===== config.mk =====
export PLATFORM = sky130hd
export DESIGN_NAME = instr_encoder
export DESIGN_NICKNAME = d
export VERILOG_FILES = /design/src/rtl/instr_encoder.sv
export SDC_FILE = /design/constraint.sdc
export NUM_CORES = 1
export LEC_CHECK = 0
export BUFFER_PORTS_ARGS = -buffer_cell sky130_fd_sc_hd__buf_2
export CAP_MARGIN = 10
export CORE_MARGIN = 3
export CORE_UTILIZATION = 40
export CTS_CLUSTER_DIAMETER = 150
export CTS_CLUSTER_SIZE = 20
export DETAILED_ROUTE_END_ITERATION = 8
export GPL_ROUTABILITY_DRIVEN = 0
export HOLD_SLACK_MARGIN = 0.03
export PLACE_DENSITY = 0.6
export SLEW_MARGIN = 30
export SYNTH_ARGS = -nofsm -noshare
export SYNTH_HDL_FRONTEND = slang
export SYNTH_SLANG_ARGS = --single-unit

===== constraint.sdc =====
create_clock -name clk -period 3.8 [get_ports clk]
set_clock_uncertainty 0.2 [all_clocks]
set_input_delay 0.38 -clock clk [delete_from_list [all_inputs] [get_ports clk]]
set_output_delay 0.38 -clock clk [all_outputs]
set_load 0.05 [all_outputs]

===== src/rtl/instr_encoder.sv =====
// Program-load encoder: packs symbolic RV32I instructions into machine words and writes them to imem.
// Latency: an accept in cycle N drives mem_we/mem_addr/mem_wdata in cycle N+1; count follows one cycle later.
// Backpressure: in_ready is high only in LOAD, so it drops once done, error or overflow is reached.
// Ports: clk/reset (sync, active high); start; in_valid/in_ready/in_last with op/rd/rs1/rs2/imm fields;
//        mem_we/mem_addr/mem_wdata write port; busy/done/err/err_code status; count = words written.
module instr_encoder #(
  parameter int ADDR_W = 8
) (
  input  logic              clk,
  input  logic              reset,
  input  logic              start,
  input  logic              in_valid,
  output logic              in_ready,
  input  logic              in_last,
  input  logic [5:0]        op,
  input  logic [4:0]        rd,
  input  logic [4:0]        rs1,
  input  logic [4:0]        rs2,
  input  logic [31:0]       imm,
  output logic              mem_we,
  output logic [ADDR_W-1:0] mem_addr,
  output logic [31:0]       mem_wdata,
  output logic              busy,
  output logic              done,
  output logic              err,
  output logic [1:0]        err_code,
  output logic [ADDR_W:0]   count
);

  typedef enum logic [1:0] {S_IDLE, S_LOAD, S_DONE, S_ERROR} state_t;

  // Write pointer value at which the next word lands on the last memory slot.
  localparam logic [ADDR_W:0] LAST_ADDR = {1'b0, {ADDR_W{1'b1}}};
  localparam logic [ADDR_W:0] ONE       = (ADDR_W+1)'(1);

  state_t              state_q, state_d;
  logic [ADDR_W:0]     wptr_q, wptr_d;     // address of the next accepted word
  logic [ADDR_W:0]     count_q, count_d;   // words actually written (lags wptr by one cycle)
  logic [1:0]          err_code_q, err_code_d;
  logic                mem_we_q, mem_we_d;
  logic [ADDR_W-1:0]   mem_addr_q, mem_addr_d;
  logic [31:0]         mem_wdata_q, mem_wdata_d;

  logic [31:0] enc_word;
  logic [2:0]  f3;
  logic        op_ok, imm_ok;
  logic        i_ok, b_ok, j_ok;
  logic        accept;

  // Signed-range checks: the value fits when every bit above the field's sign bit matches it.
  assign i_ok = (imm[31:11] == '0) || (imm[31:11] == '1);
  assign b_ok = !imm[0] && ((imm[31:12] == '0) || (imm[31:12] == '1));
  assign j_ok = !imm[0] && ((imm[31:20] == '0) || (imm[31:20] == '1));

  always_comb begin
    f3 = 3'd0;
    case (op)
      6'd2, 6'd11, 6'd22, 6'd29:                f3 = 3'd4;
      6'd3, 6'd12, 6'd31:                       f3 = 3'd6;
      6'd4, 6'd13, 6'd32:                       f3 = 3'd7;
      6'd5, 6'd14, 6'd20, 6'd25, 6'd28:         f3 = 3'd1;
      6'd6, 6'd7, 6'd15, 6'd16, 6'd23, 6'd30:   f3 = 3'd5;
      6'd8, 6'd17, 6'd21, 6'd26:                f3 = 3'd2;
      6'd9, 6'd18:                              f3 = 3'd3;
      default:                                  f3 = 3'd0;
    endcase
  end

  always_comb begin
    enc_word = '0;
    op_ok    = 1'b1;
    imm_ok   = 1'b1;
    if (op <= 6'd9) begin
      enc_word = {((op == 6'd1) || (op == 6'd7)) ? 7'h20 : 7'h00, rs2, rs1, f3, rd, 7'b0110011};
    end else if ((op <= 6'd13) || (op == 6'd17) || (op == 6'd18)) begin
      imm_ok   = i_ok;
      enc_word = {imm[11:0], rs1, f3, rd, 7'b0010011};
    end else if (op <= 6'd16) begin
      // Shift amount lives in imm[4:0]; srai is distinguished by instr[30].
      imm_ok   = (imm[31:5] == '0);
      enc_word = {(op == 6'd16) ? 7'h20 : 7'h00, imm[4:0], rs1, f3, rd, 7'b0010011};
    end else if (op <= 6'd23) begin
      imm_ok   = i_ok;
      enc_word = {imm[11:0], rs1, f3, rd, 7'b0000011};
    end else if (op <= 6'd26) begin
      imm_ok   = i_ok;
      enc_word = {imm[11:5], rs2, rs1, f3, imm[4:0], 7'b0100011};
    end else if (op <= 6'd32) begin
      imm_ok   = b_ok;
      enc_word = {imm[12], imm[10:5], rs2, rs1, f3, imm[4:1], imm[11], 7'b1100011};
    end else if (op == 6'd33) begin
      imm_ok   = j_ok;
      enc_word = {imm[20], imm[10:1], imm[11], imm[19:12], rd, 7'b1101111};
    end else if (op == 6'd34) begin
      imm_ok   = i_ok;
      enc_word = {imm[11:0], rs1, 3'd0, rd, 7'b1100111};
    end else if ((op == 6'd35) || (op == 6'd36)) begin
      imm_ok   = (imm[11:0] == '0);
      enc_word = {imm[31:12], rd, (op == 6'd35) ? 7'b0110111 : 7'b0010111};
    end else begin
      op_ok = 1'b0;
    end
  end

  assign in_ready = (state_q == S_LOAD);
  assign accept   = in_valid && in_ready;

  always_comb begin
    state_d     = state_q;
    wptr_d      = wptr_q;
    count_d     = count_q;
    err_code_d  = err_code_q;
    mem_we_d    = 1'b0;
    mem_addr_d  = mem_addr_q;
    mem_wdata_d = mem_wdata_q;
    if (start) begin
      // start overrides any coincident accept; that word is dropped.
      state_d    = S_LOAD;
      wptr_d     = '0;
      count_d    = '0;
      err_code_d = 2'd0;
    end else begin
      if (mem_we_q) count_d = count_q + ONE;
      if (accept) begin
        if (!op_ok) begin
          state_d    = S_ERROR;
          err_code_d = 2'd1;
        end else if (!imm_ok) begin
          state_d    = S_ERROR;
          err_code_d = 2'd2;
        end else begin
          mem_we_d    = 1'b1;
          mem_addr_d  = wptr_q[ADDR_W-1:0];
          mem_wdata_d = enc_word;
          wptr_d      = wptr_q + ONE;
          if (in_last) begin
            state_d = S_DONE;
          end else if (wptr_q == LAST_ADDR) begin
            state_d    = S_ERROR;
            err_code_d = 2'd3;
          end
        end
      end
    end
  end

  always_ff @(posedge clk) begin
    if (reset) begin
      state_q     <= S_IDLE;
      wptr_q      <= '0;
      count_q     <= '0;
      err_code_q  <= 2'd0;
      mem_we_q    <= 1'b0;
      mem_addr_q  <= '0;
      mem_wdata_q <= '0;
    end else begin
      state_q     <= state_d;
      wptr_q      <= wptr_d;
      count_q     <= count_d;
      err_code_q  <= err_code_d;
      mem_we_q    <= mem_we_d;
      mem_addr_q  <= mem_addr_d;
      mem_wdata_q <= mem_wdata_d;
    end
  end

  assign mem_we    = mem_we_q;
  assign mem_addr  = mem_addr_q;
  assign mem_wdata = mem_wdata_q;
  assign busy      = (state_q == S_LOAD);
  assign done      = (state_q == S_DONE);
  assign err       = (state_q == S_ERROR);
  assign err_code  = err_code_q;
  assign count     = count_q;

endmodule


---- After elaboration in Yosys (flattened, before gate mapping) ----
Memories as Yosys holds them, arrays and structs flattened.
Cells that the tools add are included.
storage, ports and cells
  bits in read-only memories .............. 192
  latch bits .............................. 0
  flip-flop bits (word level) ............. 63
  output and inout port bits .............. 56
  memories kept ........................... 1
  memory bits (writable) .................. 0
memory list
  name             depth  width  read ports  clocked after Yosys merged registers in  write ports  line  text
  (no name shown)  64     3      1           0                                        0            57    case (op)
operators by class
  equality and inequality tests ........... 20
  add/sub/neg operators ................... 2
  muxes and demuxes ....................... 40
  bitwise operators ....................... 3
  div/mod/pow operators ................... 0
  shifts and indexed selects .............. 0
  multipliers ............................. 0
  reduce and logical (&&, ||, !) cells .... 24
  $lt $le $gt $ge ......................... 6
operator list
  operator                                                        count
  2-to-1 mux 32 bit                                               9
  zero test 27 bit                                                1
  == test 6 bit, second input constant                            4
  zero test 12 bit                                                2
  == test 21 bit, second input constant                           1
  zero test 21 bit                                                1
  2-to-1 mux 1 bit                                                21
  == test 20 bit, second input constant                           1
  zero test 20 bit                                                1
  adder 9 x 1 -> 9 bit, second input constant                     2
  == test 6 x 5 -> 1 bit, second input constant                   3
  less-or-equal comparator 6 x 5 -> 1 bit, second input constant  3
  2-to-1 mux 6 bit                                                3
  2-to-1 mux 2 bit                                                7
  == test 12 bit, second input constant                           1
  less-or-equal comparator 6 x 4 -> 1 bit, second input constant  2
  == test 9 x 8 -> 1 bit, second input constant                   1
  logical OR 1 bit                                                7
  == test 6 x 1 -> 1 bit, second input constant                   1
  == test 6 x 3 -> 1 bit, second input constant                   1
  less-or-equal comparator 6 bit, second input constant           1
  AND reduction 3 bit                                             2
  inequality test 5 x 4 -> 1 bit, second input constant           1
  == test 2 bit, second input constant                            2
  other kinds (12)                                                17

---- Longest topological paths before layout ----
  word-level depth ........................ 15
  mapped depth ............................ 12
  mapped depth without buffers ............ 9

---- Least setup slack after synthesis ----
No wires, ideal clock.
  path type ............................... input -> register
  start point ............................. in op[1]
  end point ............................... reg mem_wdata_q[26], in the netlist mem_wdata[26]
  arrival time ............................ 2574 ps
  buffers on the path ..................... 3
  stages on the path ...................... 12
  slack ................................... 930 ps
  required time ........................... 3504 ps
  cell sequence ........................... inv_1 ha_1 buf_2 o21bai_1 a211o_1 mux2_4 o32ai_2 and2_1 buf_6 o21ai_4 buf_6 o41ai_2
on the way
  cells in the longest elaborated chain, start to end .. 12
ends and longest elaborated chain
  element                               line  text
  start, declared                       15    input logic [5:0] op,
  == test 6 bit                         97    end else if ((op == 6'd35) || (op == 6'd36)) begin
  logical OR 1 bit                      97
  2-to-1 mux 1 bit                      97
  2-to-1 mux 1 bit                      94    end else if (op == 6'd34) begin
  2-to-1 mux 1 bit                      91    end else if (op == 6'd33) begin
  2-to-1 mux 1 bit                      88    end else if (op <= 6'd32) begin
  2-to-1 mux 1 bit                      85    end else if (op <= 6'd26) begin
  2-to-1 mux 1 bit                      82    end else if (op <= 6'd23) begin
  2-to-1 mux 1 bit                      78    end else if (op <= 6'd16) begin
  2-to-1 mux 1 bit                      75    end else if ((op <= 6'd13) || (op == 6'd17) || (op == 6'd18)) begin
  2-to-1 mux 1 bit                      73    if (op <= 6'd9) begin
  AND reduction 4 bit (no source line)  -
  end signal, assigned                  163   mem_wdata_q <= mem_wdata_d;
  end, declared                         42    logic [31:0] mem_wdata_q, mem_wdata_d;
Several ways; a longest one is shown, not always the timed one.
A chain may end at the register's enable or synchronous reset.

---- Final worst setup path ----
  start point ............................. in op[1]
  end point ............................... reg mem_wdata_q[5], in the netlist mem_wdata[5]
on the way
  cells in the longest elaborated chain, start to end .. 12
ends and longest elaborated chain
  element                                  line
  == test 6 bit, on equally long branches  97, 99
  logical OR 1 bit                         97
  2-to-1 mux 1 bit                         97
  2-to-1 mux 1 bit                         94
  2-to-1 mux 1 bit                         91
  2-to-1 mux 1 bit                         88
  2-to-1 mux 1 bit                         85
  2-to-1 mux 1 bit                         82
  2-to-1 mux 1 bit                         78
  2-to-1 mux 1 bit                         75
  2-to-1 mux 1 bit                         73
  AND reduction 4 bit (no source line)     -
Several ways; a longest one is shown, not always the timed one.

==> impl_metrics.py <==
metrics = {
    "run_status": {
        "status": "finished clean",
    },
    "cells_and_area": {
        "final_cell_mix": "buf_2, dfxtp_1, nand4_1",
        "final_common_cell": "buf_2",
        "num_antenna_cells": 0,
        "drive_above_1_share_pct": 26.8,
        "fin_nets": 631,
        "syn_to_final_growth_pct": 21.1,
        "fin_util_pct": 50.5,
        "final_cells": 699,
    },
    "power_and_ir_drop": {
        "pwr-share-seq_pct": 41.8,
        "power_leakage_nw": 1.96,
        "p_per_area_mw_per_mm2": 333,
        "switchingPower_uw": 457,
        "vdd_drop_max_v": 0.000166,
        "swShare_pct": 29.1,
        "p_clk_share_pct": 43.0,
        "intPower_mw": 1.11,
        "combPwrFrac_pct": 15.2,
    },
    "timing": {
        "fin_crit_sh_pct": 85.4,
        "final_max_slew_viol_count": 0,
        "finalCriticalPeriod_ps": 3240,
        "tightest_slew_ps": 988,
        "fmaxAchievable_ghz": 0.308,
        "hold_violations": 0,
        "setup_tns_ps": 0,
        "relSlewSlack_pct": 33.9,
        "rsz0062_at_grt": "false",
        "setup_viol": 0,
    },
    "clocking": {
        "numCtsBuffers": 9,
        "cts.reportedPaths.clkPinSlew_ps": 70,
        "cts_resized": 0,
        "htreeDepth": 3,
        "clockBufferDepth": 2,
        "cts_tree": "yes",
        "holdBufCountCts": 0,
        "cts.sinks": 62,
        "cts-root-buf": "clkbuf_8",
        "post-cts-setup-buffers": 0,
        "clock_latency_ps": 350,
    },
    "worst_setup_path": {
        "crit_path_start": "op[1]",
        "crit_required_ps": 3830,
        "cp_max_fo": 32,
        "r2r_start": "state_q[0]",
        "arrival_ps": 3280,
        "timing_worst_setup_path_type": "in2reg",
        "crit_path_end_kind": "register",
        "critPathLaunchType": "input pin",
    },
    "yosys": {
        "synthFlopType": "dfxtp_1",
        "ys_types": 63,
        "netlist.area_leader.share_pct": 31.9,
        "syn_area_per_cell_um2": 8.30,
        "ys_ff_latch": 62,
        "netlist_top_cells_area": "dfxtp_1, nand4_1, a22oi_1",
        "synthCells": 469,
        "synth_area_leader_cell": "dfxtp_1",
        "async_flop_share_pct": 0,
        "synth_edf_count": 0,
        "synthesis.area_mm2": 0.00389,
        "ys_seq_area_share_pct": 31.9,
        "syn_nets": 535,
        "yosysWarnings": 0,
    },
    "detailed_routing": {
        "detail_route.first_pass.iterations": 5,
        "drc_errors": 0,
        "dr_wl_met3_um": 1200,
        "finalWirelength_um": 12800,
        "top_layer": "met4",
        "wl_met2_um": 6030,
        "wl_met1_um": 5170,
        "via_per_inst": 6.13,
        "first_iter_violations": 226,
        "ant_nets": 0,
        "vias": 4287,
        "wl_per_cell_um": 18.3,
    },
    "floorplanning": {
        "row_count": 35,
        "start_util_pct": 41.7,
        "die_h_um": 105,
        "die_area_mm2": 0.0110,
        "ioPinCount": 114,
        "core_area_mm2": 0.00933,
        "fp.dieW_um": 105,
    },
    "placed_design": {
        "dp_hpwl_um": 9160,
        "numPortBuffers": 113,
        "place_inst": 683,
    },
    "global_routing": {
        "grt_pass1_wl_um": 20300,
        "grt_pass1_vias": 4033,
        "antenna_found_initial": 0,
        "grtUsageTotal_pct": 22.5,
        "grt_max_degree": 44,
        "grt.overflow.total": 0,
    },
    "worst_hold_path": {
        "hp-class": "in2reg",
        "worstHoldStart": "in_last",
    },
    "flow_run": {
        "maxCapViolCount": 0,
    },
}
layer usage:
metal,vias to the layer above,track usage [%]
li1,2011,-
met1,2017,27.3
met2,224,36.4
met3,35,7.60
met4,0,9.65
met5,-,0
through the flow:
stage,power [mW],worst slack (ps),area (um2),hold WS (ps)
floorplan,0.821,930,3890,274
global placement,0.903,401,4490,245
detailed placement,0.904,255,4490,245
CTS,1.58,633,4710,43.1
global route,1.63,404,4710,70.2
finish,1.57,556,4710,66.1
cell families (layout without fill, tap and decap cells):
group / count (synthesis) / after routing / synth area share, %
AND/OR/NAND/NOR: 174 / 174 / 23.8
AO/OA/AOI/OAI: 151 / 151 / 29.4
flip-flops: 62 / 62 / 31.9
buffers and inverters: 54 / 155 / 6.69
multiplexers: 12 / 12 / 3.86
adder cells (fa/ha/maj): 8 / 8 / 2.57
XOR/XNOR: 8 / 8 / 1.80
registers in the layout, summed over array words and instances (netlist names):
register / flops
err_code: 2
count: 9
wptr_q: 9
mem_wdata: 31
mem_addr: 8
mem_we: 1
state_q: 2
cell usage after synthesis (all sizes together), types with 3 or more instances:
| library cell | instances |
|---|---|
| ha | 8 |
| nand2 | 35 |
| a21o | 6 |
| o31ai | 17 |
| nand3b | 3 |
| a22oi | 18 |
| nand3 | 16 |
| buf | 20 |
| nor4b | 3 |
| nand4 | 42 |
| a31oi | 3 |
| nor4 | 11 |
| a211oi | 8 |
| a21boi | 8 |
| nor2 | 29 |
| xor2 | 7 |
| clkbuf | 16 |
| dfxtp | 62 |
| inv | 16 |
| a311oi | 3 |
| o41ai | 7 |
| mux2i | 9 |
| nor3 | 11 |
| or3 | 5 |
| o21a | 4 |
| a21oi | 26 |
| o21ai | 13 |
| o211ai | 15 |
| and3 | 5 |
| nor2b | 3 |
| and2 | 5 |
power by group through the flow:
stage | Sequential, mW | Clock [mW] | Combinational, mW
after floorplan | 0.680 | 0 | 0.141
after global placement | 0.671 | 0 | 0.231
after detailed placement | 0.671 | 0 | 0.233
after CTS | 0.656 | 0.694 | 0.233
after global routing | 0.656 | 0.719 | 0.257
final | 0.656 | 0.676 | 0.239
layout make-up:
type / count / area [um2]
clock inverters: 7 / 103
fillers: 930 / 4610
well taps: 129 / 161
inverters: 18 / 67.6
flip-flops and latches: 62 / 1240
repair buffers: 121 / 626
multi-input cells: 353 / 2390
clock buffers: 9 / 124
worst max-delay path, stage by stage:
cell and delay, ps:
buf_2 150, inv_1 110, ha_1 330, nor4bb_1 410
a211o_1 250, mux2_4 330, o32ai_2 330, and2_1 260
o21ai_4 270, o311a_1 430
final timing paths:
| check | end | slack [ps] | cells past startpoint |
|---|---|---|---|
| max reg2reg | mem_wdata[5] | 1390 | 6 |
| max | mem_wdata[5] | 560 | 10 |
| min | state_q[0] | 70 | 2 |
| min reg2reg | mem_wdata[1] | 250 | 2 |
No activity file was read; power rests on OpenSTA's default activity.
